### config.mk
export PLATFORM = sky130hd
export DESIGN_NAME = pword_measure
export DESIGN_NICKNAME = d
export VERILOG_FILES = /design/src/rtl/pword_measure.sv
export SDC_FILE = /design/constraint.sdc
export NUM_CORES = 1
export LEC_CHECK = 0
export BUFFER_PORTS_ARGS = -buffer_cell sky130_fd_sc_hd__buf_2
export CAP_MARGIN = 15
export CORE_MARGIN = 2
export CORE_UTILIZATION = 40
export DETAILED_ROUTE_END_ITERATION = 7
export GPL_ROUTABILITY_DRIVEN = 1
export PLACE_DENSITY = 0.66
export SETUP_SLACK_MARGIN = 0.5
export SLEW_MARGIN = 30
export SYNTH_ARGS = -nofsm -noshare
export SYNTH_HDL_FRONTEND = slang
export SYNTH_SLANG_ARGS = --single-unit
### constraint.sdc
create_clock -name clk -period 4.6 [get_ports clk]
set_input_delay 0.23 -clock clk [delete_from_list [all_inputs] [get_ports clk]]
set_output_delay 0.23 -clock clk [all_outputs]
set_load 0.05 [all_outputs]
### src/rtl/pword_measure.sv
// pword_measure: phase offset of sig_dut against sig_ref as a DDS phase word, 2^PHASE_BITS per turn
module pword_measure #(
  parameter int CNT_W = 24,
  parameter int PHASE_BITS = 20,
  parameter int TIMEOUT = 16777215
) (
  input  logic        clk,
  input  logic        rst_n,
  input  logic        en,
  input  logic        sig_ref,
  input  logic        sig_dut,
  output logic [23:0] Pword,
  output logic        pword_valid,
  output logic        busy,
  output logic        err_nodut,
  output logic        err_timeout
);
  localparam int DW = $clog2(PHASE_BITS);
  typedef enum logic [2:0] {IDLE, WAIT_REF, MEASURE, DIVIDE, DONE} state_t;
  state_t state, state_nx;
  logic [2:0] ref_s, dut_s;
  logic r_edge, d_edge, closing, timeout, lag_now, q_bit, lag_ok;
  logic [CNT_W-1:0] cnt, lag, period, rem;
  logic [CNT_W:0] rem_sh;
  logic [PHASE_BITS-1:0] quo;
  logic [DW-1:0] div_cnt;
  assign r_edge = ref_s[1] & ~ref_s[2];
  assign d_edge = dut_s[1] & ~dut_s[2];
  assign closing = state == MEASURE && r_edge;
  assign timeout = state == MEASURE && !r_edge && cnt == CNT_W'(TIMEOUT);
  assign lag_now = lag_ok | d_edge;
  assign rem_sh = {rem, 1'b0};
  assign q_bit = rem_sh >= {1'b0, period};
  always_ff @(posedge clk or negedge rst_n)
    if (!rst_n) state <= IDLE;
    else state <= state_nx;
  always_comb begin
    state_nx = state;
    if (!en) state_nx = IDLE;
    else
      case (state)
        IDLE:     state_nx = WAIT_REF;
        WAIT_REF: state_nx = r_edge ? MEASURE : WAIT_REF;
        MEASURE:  state_nx = closing ? (lag_now ? DIVIDE : WAIT_REF) : (timeout ? WAIT_REF : MEASURE);
        DIVIDE:   state_nx = div_cnt == DW'(PHASE_BITS - 1) ? DONE : DIVIDE;
        DONE:     state_nx = WAIT_REF;
        default:  state_nx = IDLE;
      endcase
  end
  always_comb begin
    busy = state != IDLE;
    err_nodut = closing && !lag_now;
    err_timeout = timeout;
  end
  always_ff @(posedge clk or negedge rst_n)
    if (!rst_n) begin
      ref_s <= '0;
      dut_s <= '0;
      Pword <= '0;
      pword_valid <= 1'b0;
      cnt <= '0;
      lag <= '0;
      lag_ok <= 1'b0;
      period <= '0;
      rem <= '0;
      quo <= '0;
      div_cnt <= '0;
    end else begin
      ref_s <= {ref_s[1:0], sig_ref};
      dut_s <= {dut_s[1:0], sig_dut};
      pword_valid <= en && state == DONE;
      if (en && state == DONE) Pword <= 24'(quo);
      if (state == WAIT_REF && r_edge) begin
        cnt <= CNT_W'(1);
        lag <= '0;
        lag_ok <= d_edge;
      end else if (state == MEASURE) begin
        cnt <= cnt + CNT_W'(1);
        if (d_edge && !lag_ok) begin
          lag <= cnt;
          lag_ok <= 1'b1;
        end
      end
      if (closing) begin
        period <= cnt;
        rem <= lag_ok ? lag : '0;
        div_cnt <= '0;
      end else if (state == DIVIDE) begin
        rem <= rem_sh[CNT_W-1:0] - (q_bit ? period : '0);
        quo <= {quo[PHASE_BITS-2:0], q_bit};
        div_cnt <= div_cnt + DW'(1);
      end
    end
endmodule

==> impl_metrics.env, run 1 <==
export IMPL_status="finished clean"
export IMPL_r2r_setup_slack_ns=0.19
export IMPL_n_fill_cell=1740
export IMPL_path_clk_slew_ns=0.07
export IMPL_maxSlewViolCount=0
export IMPL_ys_types=63
export IMPL_grt_pass1_vias=6143
export IMPL_die_x_um=145
export IMPL_cpPeakStageDelay_ns=0.55
export IMPL_num_vias=6515
export IMPL_clockPowerShare_pct=23.8
export IMPL_avgSynthCellArea_um2=9.52
export IMPL_worstReg2RegStart="period[19]$_DFFE_PN0P_"
export IMPL_rows=51
export IMPL_p_leak_uw=0.00464
export IMPL_synthCells=841
export IMPL_antenna_found_initial=0
export IMPL_syn_area_um2=8000
export IMPL_critPathMaxFanout=7
export IMPL_hpwl_mm=12.6
export IMPL_initial_utilization_pct=41.0
export IMPL_synth_area_leaders="dfrtp_1, ha_1, nand2_1"
export IMPL_ant_nets=0
export IMPL_cts_root_buf="clkbuf_16"
export IMPL_p_seq_share_pct=28.0
export IMPL_dieArea_um2=21200
export IMPL_synth_seq_cells=152
export IMPL_swShare_pct=38.2
export IMPL_p_switching_uw=2290
export IMPL_detail_route_wl_per_cell_um=16.9
export IMPL_port_buffers=28
export IMPL_cp_top_family="simple AND/OR/NAND/NOR gates"
export IMPL_hold_violations=0
export IMPL_grt_use_total_pct=18.9
export IMPL_path_class="reg -> reg"
export IMPL_clock_skew_ns=0.00861
export IMPL_syn_to_final_growth_pct=25.8
export IMPL_fin_setup_tns_ns=0
export IMPL_path_cells="inv_1 > ha_4 > nand4_1 > or4_4 > or4_4 > o22ai_4 > or2_4 > buf_12 > buf_8 > nand2_4 > ha_4 > a21oi_4 > nand2_2 > nand4_1 > nor4_4 > nor4_4 > nor4b_2 > o211ai_1 > and3_1"
export IMPL_yosysWarnings=0
export IMPL_holdCritPathClass="in -> reg"
export IMPL_rsz0062_at_grt="true"
export IMPL_max_freq_mhz=227
export IMPL_ioPinCount=33
export IMPL_worst_path_buf_inv=3
export IMPL_timing_final_crit_share_pct=95.8
export IMPL_dominantRegCellSynth="dfrtp_1"
export IMPL_grt_pass1_wl_mm=32.5
export IMPL_min_path_cells=3
export IMPL_tightest_slew_ns=0.969
export IMPL_slowest_stage="or4_4"
export IMPL_whs_ns=0.0440
export IMPL_dieHeight_um=145
export IMPL_cp_data_required_time_ns=4.93
export IMPL_p_comb_share_pct=48.2
export IMPL_via_per_inst=5.47
export IMPL_min_to="state[2]$_DFF_PN0_"
export IMPL_remaining_drc_errors=0
export IMPL_setup_viol=0
export IMPL_h_tree_depth=4
export IMPL_gr_total_overflow=0
export IMPL_relSlewSlack_pct=35.4
export IMPL_synth_edf_count=0
export IMPL_clk_latency_ns=0.44
export IMPL_yosys_top_cells_count="dfrtp_1, nand2_1, a21oi_1, ha_1, nor2_1"
export IMPL_min_from="en"
export IMPL_first_pass_iters=5
export IMPL_period_needed_ns=4.41
export IMPL_fin_ws_ns=0.193
export IMPL_crit_start="period[19]$_DFFE_PN0P_"
export IMPL_async_reset_ff_share_pct=100
export IMPL_yosysMostFrequentCell="dfrtp_1"
export IMPL_ir_drop_mv=0.415
export IMPL_gp_congestion=0.895
export IMPL_yosys_area_top_type="dfrtp_1"
export IMPL_drv_cap=0
export IMPL_final_nets=966
export IMPL_critPathCaptureType="register"
export IMPL_reg2reg_to="rem[23]$_DFFE_PN0P_"
export IMPL_cts_buffers=17
export IMPL_drt_initial_drc_count=566
export IMPL_yosysSeqAreaShare_pct=47.5
export IMPL_yosysTopAreaCellShare_pct=47.5
export IMPL_layout_drive_gt1_share_pct=22.9
export IMPL_core_area_um2=19500
export IMPL_powerDensity_nw_per_um2=595
export IMPL_grt_max_degree=79
export IMPL_r2r_cells=19
export IMPL_place_ws_ns=0.0895
export IMPL_p_int_uw=3700
export IMPL_wl_mm=20.1
export IMPL_cts_tree="built"
export IMPL_clock_path_buffers=2
export IMPL_clock_sinks=152
export IMPL_critPathLaunchType="register"
export IMPL_cp_arrival_ns=4.73
export IMPL_antennaDiodeCount=0
[final cells by class]
class,count,area [µm²],share of cell area [%]
well taps,265,332,3.29
clock inverters,14,168,1.66
multi-input cells,613,4470,44.3
flip-flops and latches,152,3800,37.8
inverters,34,128,1.27
repair buffers,95,736,7.30
clock buffers,18,439,4.36
[sequential cells by signal, summed over array words and instances (netlist names), 3 cells and up]
| register | flops |
|---|---|
| lag | 24 |
| quo | 20 |
| period | 24 |
| Pword | 20 |
| state | 3 |
| dut_s | 3 |
| cnt | 24 |
| ref_s | 3 |
| div_cnt | 5 |
| rem | 24 |
[power groups by stage]
stage          Clock [µW]  Sequential (µW)  Combinational (µW)
2_1_floorplan           0             1630                1570
3_3_place_gp            0             1680                1980
3_5_place_dp            0             1690                1990
4_1_cts              1450             1670                2320
5_1_grt              1510             1700                3120
6_report             1420             1680                2890
[metal layers]
layer  routed length, µm  part of all wire [%]  global-route usage [%]
met4                 392                   2.0                    6.18
met3                 785                   3.9                    3.23
met5                   0                     0                       0
met2                9130                    45                    28.6
met1                9780                    49                    27.7
[metrics by stage]
stage               utilization [%]  area (µm²)  cells  total power [µW]
global route                   51.6       10100   1191              6330
CTS                            49.1        9580   1164              5440
global placement               44.3        8640   1110              3660
detailed placement             44.3        8640   1110              3680
floorplan                         -        8200    844              3200
finish                         51.6       10100   1191              5990
[repair_timing]
action	4_1_cts	5_1_grt
hold buffers	3	0
endpoints found under the setup margin	17	19
gates cloned	1	0
pin swaps	28	47
hold endpoints to repair	78	0
resized for setup	25	53
buffers inserted	18	26
[cells by family (layout without fill, tap and decap cells)]
| family | count (synthesis) | in the layout | share of synthesized area [%] |
|---|---|---|---|
| compound gates | 198 | 198 | 15.6 |
| xor+xnor | 37 | 37 | 4.05 |
| fa+ha+maj | 48 | 48 | 7.60 |
| buf+inv | 79 | 161 | 3.92 |
| flops | 152 | 152 | 47.5 |
| mux | 24 | 24 | 3.31 |
| other cells | 1 | 4 | 0.0469 |
| simple gates | 302 | 302 | 18.0 |
[worst register-to-register path, cell delays in order, from the launching register on]
cell      delay (ns)
dfrtp_1         0.36
inv_1           0.08
ha_4            0.27
nand4_1         0.14
or4_4           0.55
or4_4           0.44
o22ai_4         0.12
or2_4           0.16
buf_12          0.13
buf_8           0.12
nand2_4         0.05
ha_4            0.29
a21oi_4         0.07
nand2_2         0.10
nand4_1         0.21
nor4_4          0.45
nor4_4          0.10
nor4b_2         0.37
o211ai_1        0.13
and3_1          0.16
[worst max path at each step]
stage                               end  slack, ns  depth (start not counted)
global route        rem[23]$_DFFE_PN0P_       0.02                         18
finish              rem[23]$_DFFE_PN0P_       0.19                         19
global placement    rem[17]$_DFFE_PN0P_       0.13                         17
floorplan           rem[22]$_DFFE_PN0P_       0.30                         19
CTS                 rem[23]$_DFFE_PN0P_       0.20                         17
detailed placement  rem[22]$_DFFE_PN0P_       0.09                         18
[cell usage in the layout (no fill, tap or decap), types with 4 or more instances in the layout]
cell,synthesis,final
xnor2_1,12,11
o211ai_1,6,6
a21o_1,10,10
a21oi_1,64,48
nand2_1,151,139
o21ai_0,12,10
a21oi_2,0,15
buf_2,2,27
nor3_1,12,10
and4_1,5,4
nand2_4,0,5
nor2b_1,6,6
nand2_2,0,7
mux2_1,19,19
o21ai_1,42,41
nand4_1,12,12
clkbuf_16,0,17
a22o_1,23,23
o21bai_1,6,5
dfrtp_1,152,152
ha_4,0,19
nor2_1,47,46
and3_1,12,12
o21ai_2,1,4
a31oi_1,9,8
xor2_1,25,24
o21a_1,4,4
buf_6,0,4
or3_1,7,7
conb_1,1,4
inv_1,34,33
mux2i_1,4,4
a211oi_1,4,4
nand3_1,29,27
buf_4,4,56
ha_1,47,26
Power figures use the tool's default switching activity.
==> run 2: changes to the inputs <==
--- a/config.mk
+++ b/config.mk
@@ -8,10 +8,10 @@
 export BUFFER_PORTS_ARGS = -buffer_cell sky130_fd_sc_hd__buf_2
 export CAP_MARGIN = 15
 export CORE_MARGIN = 2
-export CORE_UTILIZATION = 40
+export CORE_UTILIZATION = 45
 export DETAILED_ROUTE_END_ITERATION = 7
 export GPL_ROUTABILITY_DRIVEN = 1
-export PLACE_DENSITY = 0.66
+export PLACE_DENSITY = 0.72
 export SETUP_SLACK_MARGIN = 0.5
 export SLEW_MARGIN = 30
 export SYNTH_ARGS = -nofsm -noshare
==> run 2 against run 1 <==
  * Register-to-register slack worse by 0.11 ns
  * Sequential share of layout area up 1.2 points
  * First-iteration DRC count down 14%
  * Clock skew up 0.0011 ns
==> impl_metrics.env, run 2 (synthesis gave the netlist of run 1 again) <==
export IMPL_status="finished clean"
export IMPL_h_tree_depth=4
export IMPL_final_cells=1135
export IMPL_antenna_found_initial=0
export IMPL_worst_path_buf_inv=3
export IMPL_port_buffers=28
export IMPL_ioPinCount=33
export IMPL_fin_ws_ns=0.0859
export IMPL_grt_use_met1_pct=30.7
export IMPL_powerDensity_nw_per_um2=594
export IMPL_wl_mm=19.9
export IMPL_hpwl_mm=12.3
export IMPL_critPathLaunchType="register"
export IMPL_grt_use_total_pct=21.0
export IMPL_cp_arrival_ns=4.79
export IMPL_multi_input_area_um2=4350
export IMPL_via_per_inst=5.75
export IMPL_clock_sinks=152
export IMPL_n_fill_cell=1370
export IMPL_drt_initial_drc_count=488
export IMPL_use_met2_pct=31.6
export IMPL_cts_root_buf="clkbuf_16"
export IMPL_path_class="reg -> reg"
export IMPL_cpPeakStageDelay_ns=0.57
export IMPL_num_vias=6531
export IMPL_final_common_cell="dfrtp_1"
export IMPL_detail_route_wl_per_cell_um=17.6
export IMPL_rsz0062_at_grt="true"
export IMPL_cp_data_required_time_ns=4.87
export IMPL_period_needed_ns=4.51
export IMPL_dieHeight_um=137
export IMPL_final_nets=950
export IMPL_grt_busiest_layer="met2"
export IMPL_gp_congestion=0.915
export IMPL_clock_path_buffers=2
export IMPL_cts_buffers=17
export IMPL_cts_tree="built"
export IMPL_grt_use_met3_pct=3.64
export IMPL_cp_top_family="simple AND/OR/NAND/NOR gates"
export IMPL_clk_latency_ns=0.42
export IMPL_rows=48
export IMPL_antennaDiodeCount=0
export IMPL_clock_skew_ns=0.00966
export IMPL_remaining_drc_errors=0
export IMPL_mostFrequentLayoutCells="dfrtp_1, nand2_1, a21oi_1, nor2_1"
export IMPL_dpl_cell_count=1065
export IMPL_ant_nets=0
export IMPL_first_pass_iters=5
export IMPL_slowest_stage="or4_4"
export IMPL_timing_final_crit_share_pct=98.1
export IMPL_path_common_cell="nand4_1"
export IMPL_path_cells="ha_4 > nand4_1 > or4_4 > or4_4 > o22ai_4 > or2_4 > buf_6 > nand2_1 > ha_4 > nand4_1 > inv_1 > nand4_1 > o21ai_2 > a211oi_2 > buf_4 > o41ai_2 > xnor2_1 > o211ai_1"
export IMPL_core_area_um2=17400
export IMPL_critPathMaxFanout=8
export IMPL_holdCritPathClass="in -> reg"
export IMPL_initial_utilization_pct=46.1
export IMPL_critPathCaptureType="register"
export IMPL_hold_violations=0
export IMPL_place_ws_ns=-0.0197
export IMPL_die_x_um=137
export IMPL_grt_pass1_vias=6002
export IMPL_tightest_slew_ns=0.903
export IMPL_syn_to_final_growth_pct=21.9
export IMPL_layout_drive_gt1_share_pct=20.3
export IMPL_gr_total_overflow=0
export IMPL_maxSlewViolCount=0
export IMPL_regArea_um2=3800
export IMPL_grt_max_degree=71
export IMPL_path_clk_slew_ns=0.07
export IMPL_max_freq_mhz=222
export IMPL_p_leak_uw=0.00453
export IMPL_setup_viol=0
export IMPL_drv_cap=0
export IMPL_grt_pass1_wl_mm=31.0
export IMPL_relSlewSlack_pct=39.7
export IMPL_p_total_uw=5800
export IMPL_dieArea_um2=18900
export IMPL_ir_drop_mv=0.283
==> run 2: changes by cell type in the layout (fill, tap and decap cells not counted), sizes merged <==
cell / previous run / this run
buf: 92 / 76
clkinvlp: 3 / 1
bufinv: 2 / 3
clkbuf: 18 / 19
clkinv: 5 / 4
inv: 38 / 39
==> run 2: through the flow <==
step / hold slack (ns) / setup TNS (ns) / area, µm² / util [%]
3_3_place_gp: 0.336 / 0 / 8530 / 49.2
3_5_place_dp: 0.171 / -0.0197 / 8560 / 49.3
6_report: 0.0562 / 0 / 9760 / 56.2
2_1_floorplan: -0.0656 / 0 / 8200 / -
5_1_grt: 0.0692 / -0.0791 / 9760 / 56.2
4_1_cts: 0.0362 / 0 / 9480 / 54.6
==> run 2: final timing paths <==
kind                                           from  slack, ns             endpoint  cells past startpoint
min in group asynchronous                     rst_n       0.30   cnt[5]$_DFFE_PN0P_                      2
worst min-delay path                             en       0.06   state[2]$_DFF_PN0_                      3
worst max-delay path            rem[17]$_DFFE_PN0P_       0.09  rem[17]$_DFFE_PN0P_                     18
max in group asynchronous                     rst_n       3.41   lag_ok$_DFFE_PN0P_                      3
worst min register to register   ref_s[0]$_DFF_PN0_       0.35   ref_s[1]$_DFF_PN0_                      0
worst max register to register  rem[17]$_DFFE_PN0P_       0.09  rem[17]$_DFFE_PN0P_                     18
==> run 2: layout make-up <==
type / count / share of cell area, %
sequential: 152 / 39.0
clock inverter: 13 / 1.91
timing repair buffer: 79 / 5.94
multi-input combinational: 613 / 44.5
tap: 225 / 2.88
inverter: 34 / 1.31
clock buffer: 19 / 4.44
==> run 2: report_power, final <==
part | leakage, µW | switching, µW | internal (µW)
combinational | 0.00217 | 1390 | 1240
clock | 0.000300 | 589 | 873
sequential | 0.00206 | 214 | 1490
==> run 2: worst min-delay path: stages <==
cell	delay (ns)
buf_2	0.12
inv_1	0.05
nor3_1	0.04
==> run 2: routing by layer <==
| layer | routed length [µm] | share of wire [%] |
|---|---|---|
| met5 | 0 | 0 |
| met1 | 9090 | 46 |
| met2 | 9140 | 46 |
| met3 | 1160 | 5.8 |
| met4 | 550 | 2.8 |
==> run 2: what timing repair did <==
| action | 4_1_cts | 5_1_grt |
|---|---|---|
| pin swaps | 22 | 37 |
| hold buffers | 3 | 0 |
| hold endpoints to repair | 41 | 0 |
| setup endpoints to repair | 15 | 19 |
| setup buffers | 18 | 17 |
| resized for setup | 26 | 32 |
